### src/rtl/uart_pkg.sv
// Shared types and helpers for the configurable UART transmitter (and the future receiver).
package uart_pkg;

  typedef enum logic [2:0] {
    StIdle,
    StStart,
    StData,
    StParity,
    StStop
  } tx_state_e;

  // data_bits encoding: number of data bits is code + 5
  localparam logic [1:0] DataBits5 = 2'd0;
  localparam logic [1:0] DataBits6 = 2'd1;
  localparam logic [1:0] DataBits7 = 2'd2;
  localparam logic [1:0] DataBits8 = 2'd3;

  function automatic int unsigned def_div(input int unsigned clk_mhz, input int unsigned baud);
    return (clk_mhz * 1000000) / baud;
  endfunction

  function automatic logic parity_bit(input logic [7:0] data, input logic [1:0] nbits,
                                      input logic odd);
    logic p;
    p = odd;
    for (int i = 0; i < 8; i++) begin
      if (i < int'(nbits) + 5) p = p ^ data[i];
    end
    return p;
  endfunction

endpackage

### src/rtl/uart_tx_fifo.sv
// Small synchronous FIFO with occupancy count; read data is the head entry (show-ahead).
module uart_tx_fifo #(
  parameter int unsigned DEPTH = 4,
  parameter int unsigned WIDTH = 8
) (
  input  logic                       clk,
  input  logic                       rst_n,
  input  logic                       push,
  input  logic [WIDTH-1:0]           wdata,
  input  logic                       pop,
  output logic [WIDTH-1:0]           rdata,
  output logic                       full,
  output logic                       empty,
  output logic [$clog2(DEPTH):0]     level
);

  localparam int unsigned AW = $clog2(DEPTH);
  localparam logic [AW-1:0] PtrOne = AW'(1);
  localparam logic [AW:0] CntOne = (AW + 1)'(1);

  logic [WIDTH-1:0] mem [DEPTH];
  logic [AW-1:0]    wr_ptr, rd_ptr;
  logic [AW:0]      count;
  logic             do_push, do_pop;

  assign full    = (count == (AW + 1)'(DEPTH));
  assign empty   = (count == '0);
  assign level   = count;
  assign rdata   = mem[rd_ptr];
  assign do_push = push && !full;
  assign do_pop  = pop && !empty;

  always_ff @(posedge clk or negedge rst_n) begin
    if (!rst_n) begin
      wr_ptr <= '0;
      rd_ptr <= '0;
      count  <= '0;
    end else begin
      if (do_push) wr_ptr <= wr_ptr + PtrOne;
      if (do_pop)  rd_ptr <= rd_ptr + PtrOne;
      unique case ({do_push, do_pop})
        2'b10:   count <= count + CntOne;
        2'b01:   count <= count - CntOne;
        default: count <= count;
      endcase
    end
  end

  always_ff @(posedge clk) begin
    if (do_push) mem[wr_ptr] <= wdata;
  end

endmodule

### src/rtl/uart_tx_cfg.sv
// UART transmitter with input FIFO; line format and baud divisor are latched per frame.
module uart_tx_cfg
  import uart_pkg::*;
#(
  parameter int unsigned CLK_FRE    = 50,
  parameter int unsigned BAUD_RATE  = 115200,
  parameter int unsigned DIV_W      = 16,
  parameter int unsigned FIFO_DEPTH = 4
) (
  input  logic                          clk,
  input  logic                          rst_n,
  input  logic [7:0]                    tx_data,
  input  logic                          tx_data_valid,
  output logic                          tx_data_ready,
  input  logic [DIV_W-1:0]              baud_div,
  input  logic [1:0]                    data_bits,
  input  logic                          parity_en,
  input  logic                          parity_odd,
  input  logic                          stop2,
  output logic                          tx_pin,
  output logic                          tx_busy,
  output logic [$clog2(FIFO_DEPTH):0]   fifo_level
);

  localparam logic [DIV_W-1:0] DefDiv = DIV_W'(def_div(CLK_FRE, BAUD_RATE));
  localparam logic [DIV_W-1:0] One    = DIV_W'(1);

  logic [7:0]       fifo_rdata;
  logic             fifo_full, fifo_empty, fifo_pop;

  tx_state_e        state;
  logic [DIV_W-1:0] cnt, div_q, eff_div;
  logic [2:0]       bit_cnt;
  logic [7:0]       shreg;
  logic [1:0]       nbits_q;
  logic             par_en_q, par_q, stop2_q;
  logic             bit_end, last_data, stop_done;

  assign tx_data_ready = !fifo_full;

  uart_tx_fifo #(
    .DEPTH (FIFO_DEPTH),
    .WIDTH (8)
  ) u_fifo (
    .clk   (clk),
    .rst_n (rst_n),
    .push  (tx_data_valid && !fifo_full),
    .wdata (tx_data),
    .pop   (fifo_pop),
    .rdata (fifo_rdata),
    .full  (fifo_full),
    .empty (fifo_empty),
    .level (fifo_level)
  );

  always_comb begin
    eff_div = baud_div;
    if (baud_div == '0)     eff_div = DefDiv;
    else if (baud_div == One) eff_div = DIV_W'(2);
  end

  assign bit_end   = (cnt == div_q - One);
  // last data bit index is N-1 = code + 4
  assign last_data = (bit_cnt == {1'b1, nbits_q});
  assign stop_done = !stop2_q || bit_cnt[0];
  assign fifo_pop  = !fifo_empty &&
                     ((state == StIdle) || ((state == StStop) && bit_end && stop_done));

  always_ff @(posedge clk or negedge rst_n) begin
    if (!rst_n) begin
      state    <= StIdle;
      tx_pin   <= 1'b1;
      tx_busy  <= 1'b0;
      cnt      <= '0;
      bit_cnt  <= '0;
      shreg    <= '0;
      div_q    <= DIV_W'(2);
      nbits_q  <= DataBits8;
      par_en_q <= 1'b0;
      par_q    <= 1'b0;
      stop2_q  <= 1'b0;
    end else if (fifo_pop) begin
      // frame start: pop and snapshot the whole line configuration
      state    <= StStart;
      tx_pin   <= 1'b0;
      tx_busy  <= 1'b1;
      cnt      <= '0;
      bit_cnt  <= '0;
      shreg    <= fifo_rdata;
      div_q    <= eff_div;
      nbits_q  <= data_bits;
      par_en_q <= parity_en;
      par_q    <= parity_bit(fifo_rdata, data_bits, parity_odd);
      stop2_q  <= stop2;
    end else if (state != StIdle) begin
      if (!bit_end) begin
        cnt <= cnt + One;
      end else begin
        cnt <= '0;
        unique case (state)
          StStart: begin
            state   <= StData;
            tx_pin  <= shreg[0];
            shreg   <= shreg >> 1;
            bit_cnt <= '0;
          end
          StData: begin
            if (last_data) begin
              bit_cnt <= '0;
              if (par_en_q) begin
                state  <= StParity;
                tx_pin <= par_q;
              end else begin
                state  <= StStop;
                tx_pin <= 1'b1;
              end
            end else begin
              bit_cnt <= bit_cnt + 3'd1;
              tx_pin  <= shreg[0];
              shreg   <= shreg >> 1;
            end
          end
          StParity: begin
            state  <= StStop;
            tx_pin <= 1'b1;
          end
          StStop: begin
            if (!stop_done) begin
              bit_cnt <= bit_cnt + 3'd1;
            end else begin
              state   <= StIdle;
              tx_busy <= 1'b0;
              tx_pin  <= 1'b1;
            end
          end
          default: state <= StIdle;
        endcase
      end
    end
  end

endmodule

### config.mk
export PLATFORM = sky130hd
export DESIGN_NAME = uart_tx_cfg
export DESIGN_NICKNAME = d
export VERILOG_FILES = /design/src/rtl/uart_pkg.sv /design/src/rtl/uart_tx_fifo.sv /design/src/rtl/uart_tx_cfg.sv
export SDC_FILE = /design/constraint.sdc
export NUM_CORES = 1
export LEC_CHECK = 0
export ABC_AREA = 1
export CORE_MARGIN = 2
export CORE_UTILIZATION = 64
export DETAILED_ROUTE_END_ITERATION = 10
export GPL_TIMING_DRIVEN = 0
export PLACE_DENSITY = 0.95
export SLEW_MARGIN = 0
export SYNTH_ARGS = -nofsm -noshare
export SYNTH_HDL_FRONTEND = slang
export SYNTH_SLANG_ARGS = --single-unit
export TNS_END_PERCENT = 1
### constraint.sdc
create_clock -name clk -period 5.5 [get_ports clk]
set_input_delay 1.375 -clock clk [delete_from_list [all_inputs] [get_ports clk]]
set_output_delay 1.375 -clock clk [all_outputs]
set_load 0.005 [all_outputs]
==> qor.yml <==
run_status:
  outcome: "finished, final reports clean"
clock_network:
  clockBufferDepth: 2
  cts_tree: "built"
  clk_pin_slew_ns: 0.09
  clk_latency_ns: 0.37
  cts_resized: 0
  clock-root-buffer: "clkbuf_8"
  htree_num_levels: 3
  postCtsSetupRepairBufs: 0
  cts_buffers: 9
  clock_sink_count: 92
  postCtsHoldBufs: 0
logic_synthesis:
  netlist-cell-type-count: 46
  synth_fp_nets: 704
  synth_area_sq_um: 5206
  synth_seq_cells: 92
  synth_top_area_cell: "dfrtp_1"
  ys.flop_type: "dfrtp_1"
  ys_top_cells_by_area: "dfrtp_1, edfxtp_1, nand2_1, inv_1, nor2_1"
  syn_avg_cell_area_sq_um: 7.853
  synth-edff-count: 32
  ys_seq_area_share_pct: 47.39
  async_flop_share_pct: 65.22
  yosysWarnings: 0
  synth_top_area_share_pct: 26.92
  syn-instance-count: 663
detailed_routing:
  final_antenna_net_count: 0
  drt-pass1-iter-count: 6
  drt_iter0_markers: 417
  viasPerCell: 5.781
  route.detailed.drc: 0
  wl_per_cell_um: 15.65
  routed_wl_um: 12820
  route.vias.total: 4735
floorplanning:
  dieHeight_um: 94.19
  io_pins: 38
  start_util_pct: 66.68
  die_area_sq_um: 8872
  core_area_sq_um: 7807
  rows: 32
  die_w_um: 94.19
worst_setup_path:
  critPathMaxFanout: 10
  path_cells: "inv_1 -> ha_1 -> nand3_1 -> nor2_1 -> nand2_1 -> xor2_1 -> inv_1 -> nor2_1 -> nand3_1 -> nand2_4 -> nand2_4 -> inv_2 -> buf_2 -> ha_1 -> inv_1 -> fa_1 -> a21oi_1 -> o21ai_0 -> xnor2_1"
  endpoint_kind: "register"
  critPathMaxStageDelay_ns: 0.42
  path_class: "register to register"
  timing.rr.start: "div_q[0]"
  cp_slowest_cell: "dfrtp_1"
  cp.arrival_ns: 4.03
  reg2regPathDepth: 19
  r2r-end: "u_fifo.level[2]"
  required_ns: 5.75
  cpMostUsedCell: "inv_1"
  startpoint_type: "register"
  r2r_slack_ns: 1.73
power:
  powerDensity_nw_per_um2: 574.0
  netSwitchingPower_w: 0.001573
  pwr-share-clk_pct: 16.7
  irDropWorstVdd_uv: 354.3
  p_int_w: 0.001857
  power.leakage_nw: 2.719
  seqPwrFrac_pct: 32.3
  swShare_pct: 45.86
  comb_power_share_pct: 51.0
sta:
  rsz0062_at_grt: "false"
  holdWs_ns: 0.4860
  setup_viol: 0
  tightest_slew_ns: 1.017
  relSlewSlack_pct: 31.57
  max_freq_ghz: 0.2651
  finalWorstSetupSlack_ns: 1.727
  final_hold_viol_count: 0
  fin_crit_ns: 3.773
  fin_tns_setup_ns: 0
  fin_worst_skew_ns: 0.01331
  slew_violations: 0
  fin_crit_sh_pct: 68.59
final_layout:
  layout_common_cells: "nand2_1, inv_1, nor2_1, dfrtp_1, nand3_1"
  fin_util_pct: 76.52
  final_common_cell: "nand2_1"
  drive_gt1_share_pct: 7.113
  antennaDiodeCount: 0
  area_growth_pct: 14.76
  design_area_sq_um: 5974
  nets: 753
placement:
  dpl_cell_area_sq_um: 5719
  dp_slack_ns: 2.031
  io_buffer_count: 37
  place_congestion: 0.9395
  post-dp-hpwl_um: 9133
worst_hold_path:
  hp-class: "register to register"
  worstHoldEndpoint: "nbits_q[0]"
  hp-start: "nbits_q[0]"
  worstHoldPathCells: 2
global_routing:
  grt_pass1_wl_um: 20970
  grt_antenna_before_repair: 0
  grt_pass1_vias: 4654
  grt_usage_pct: 30.51
  grt_overflow_total: 0
  grt_max_degree: 36
run:
  maxCapViolations: 0
==> metal layers <==
layer	vias to the layer above	track usage [%]	share of wire, %
met5	-	0	0
met4	0	16.18	3.7
met3	41	4.254	5.6
met1	2250	34.94	39
li1	2245	-	-
met2	199	55.00	52
==> synthesized netlist by cell type (6+ instances only) <==
cell / number
ha_1: 8
nor2_1: 71
xor2_1: 18
edfxtp_1: 32
nand4_1: 6
inv_1: 80
dfrtp_1: 56
a21oi_1: 25
nor2_2: 7
nand3b_1: 6
nand3_1: 44
nand2_1: 189
nor3_1: 20
xnor2_1: 6
o21ai_0: 34
==> how the worst max path moves through the flow <==
| stage | endpoint | cells after the start | start |
|---|---|---|---|
| global route | u_fifo.level[2] | 19 | div_q[0] |
| detailed placement | u_fifo.level[2] | 19 | div_q[0] |
| global placement | tx_busy | 1 | rst_n |
| finish | u_fifo.level[2] | 19 | div_q[0] |
| CTS | u_fifo.level[2] | 19 | div_q[0] |
| floorplan | u_fifo.level[2] | 20 | div_q[1] |
==> state kept, by name (all words and copies together), names as in the netlist, 2 cells and up <==
| signal | flops |
|---|---|
| shreg | 8 |
| u_fifo.level | 3 |
| bit_cnt | 3 |
| div_q | 16 |
| u_fifo.rd_ptr | 2 |
| cnt | 16 |
| nbits_q | 2 |
| state | 3 |
| u_fifo.mem | 32 |
| u_fifo.wr_ptr | 2 |
==> area by class of cell <==
cell class / instances / area (sq um)
multi-input cells: 475 / 2357
clock inverters: 6 / 117.6
inverters: 84 / 315.3
clock buffers: 10 / 137.6
repair buffers: 38 / 385.4
flip-flops and latches: 92 / 2467
fillers: 525 / 1833
plain buffers: 12 / 66.31
well taps: 102 / 127.6
==> through the flow <==
stage                     total power, W  std cells
after floorplan                 0.002325        663
after global placement          0.002675        802
after detailed placement        0.002781        803
after CTS                       0.003392        819
after global routing            0.003661        819
final                           0.003429        819
==> critical path, delay by kind of cell (launching register included) <==
kind / cells / cell delay, ns
adder cells (fa/ha/maj): 3 / 0.92
XOR/XNOR: 2 / 0.43
buffers and inverters: 5 / 0.62
AO/OA/AOI/OAI: 2 / 0.36
flip-flops: 1 / 0.42
AND/OR/NAND/NOR: 7 / 0.88
==> power by group through the flow <==
stage	Sequential [W]	Combinational [W]	Clock, W
finish	0.00111	0.00175	0.000573
global route	0.00113	0.00194	0.000595
CTS	0.00110	0.00172	0.000571
detailed placement	0.00111	0.00167	0
global placement	0.00110	0.00157	0
floorplan	0.00107	0.00126	0
==> kinds of logic (layout without fill, tap and decap cells) <==
kind of cell	Yosys count	in the layout	synth area share, %
AO/OA/AOI/OAI	80	80	8.772
XOR/XNOR	24	24	4.037
adder cells (fa/ha/maj)	9	9	2.307
buffers and inverters	96	150	7.330
flip-flops	92	92	47.39
AND/OR/NAND/NOR	362	362	30.16
Note: power is estimated with default switching activity, not from simulation.
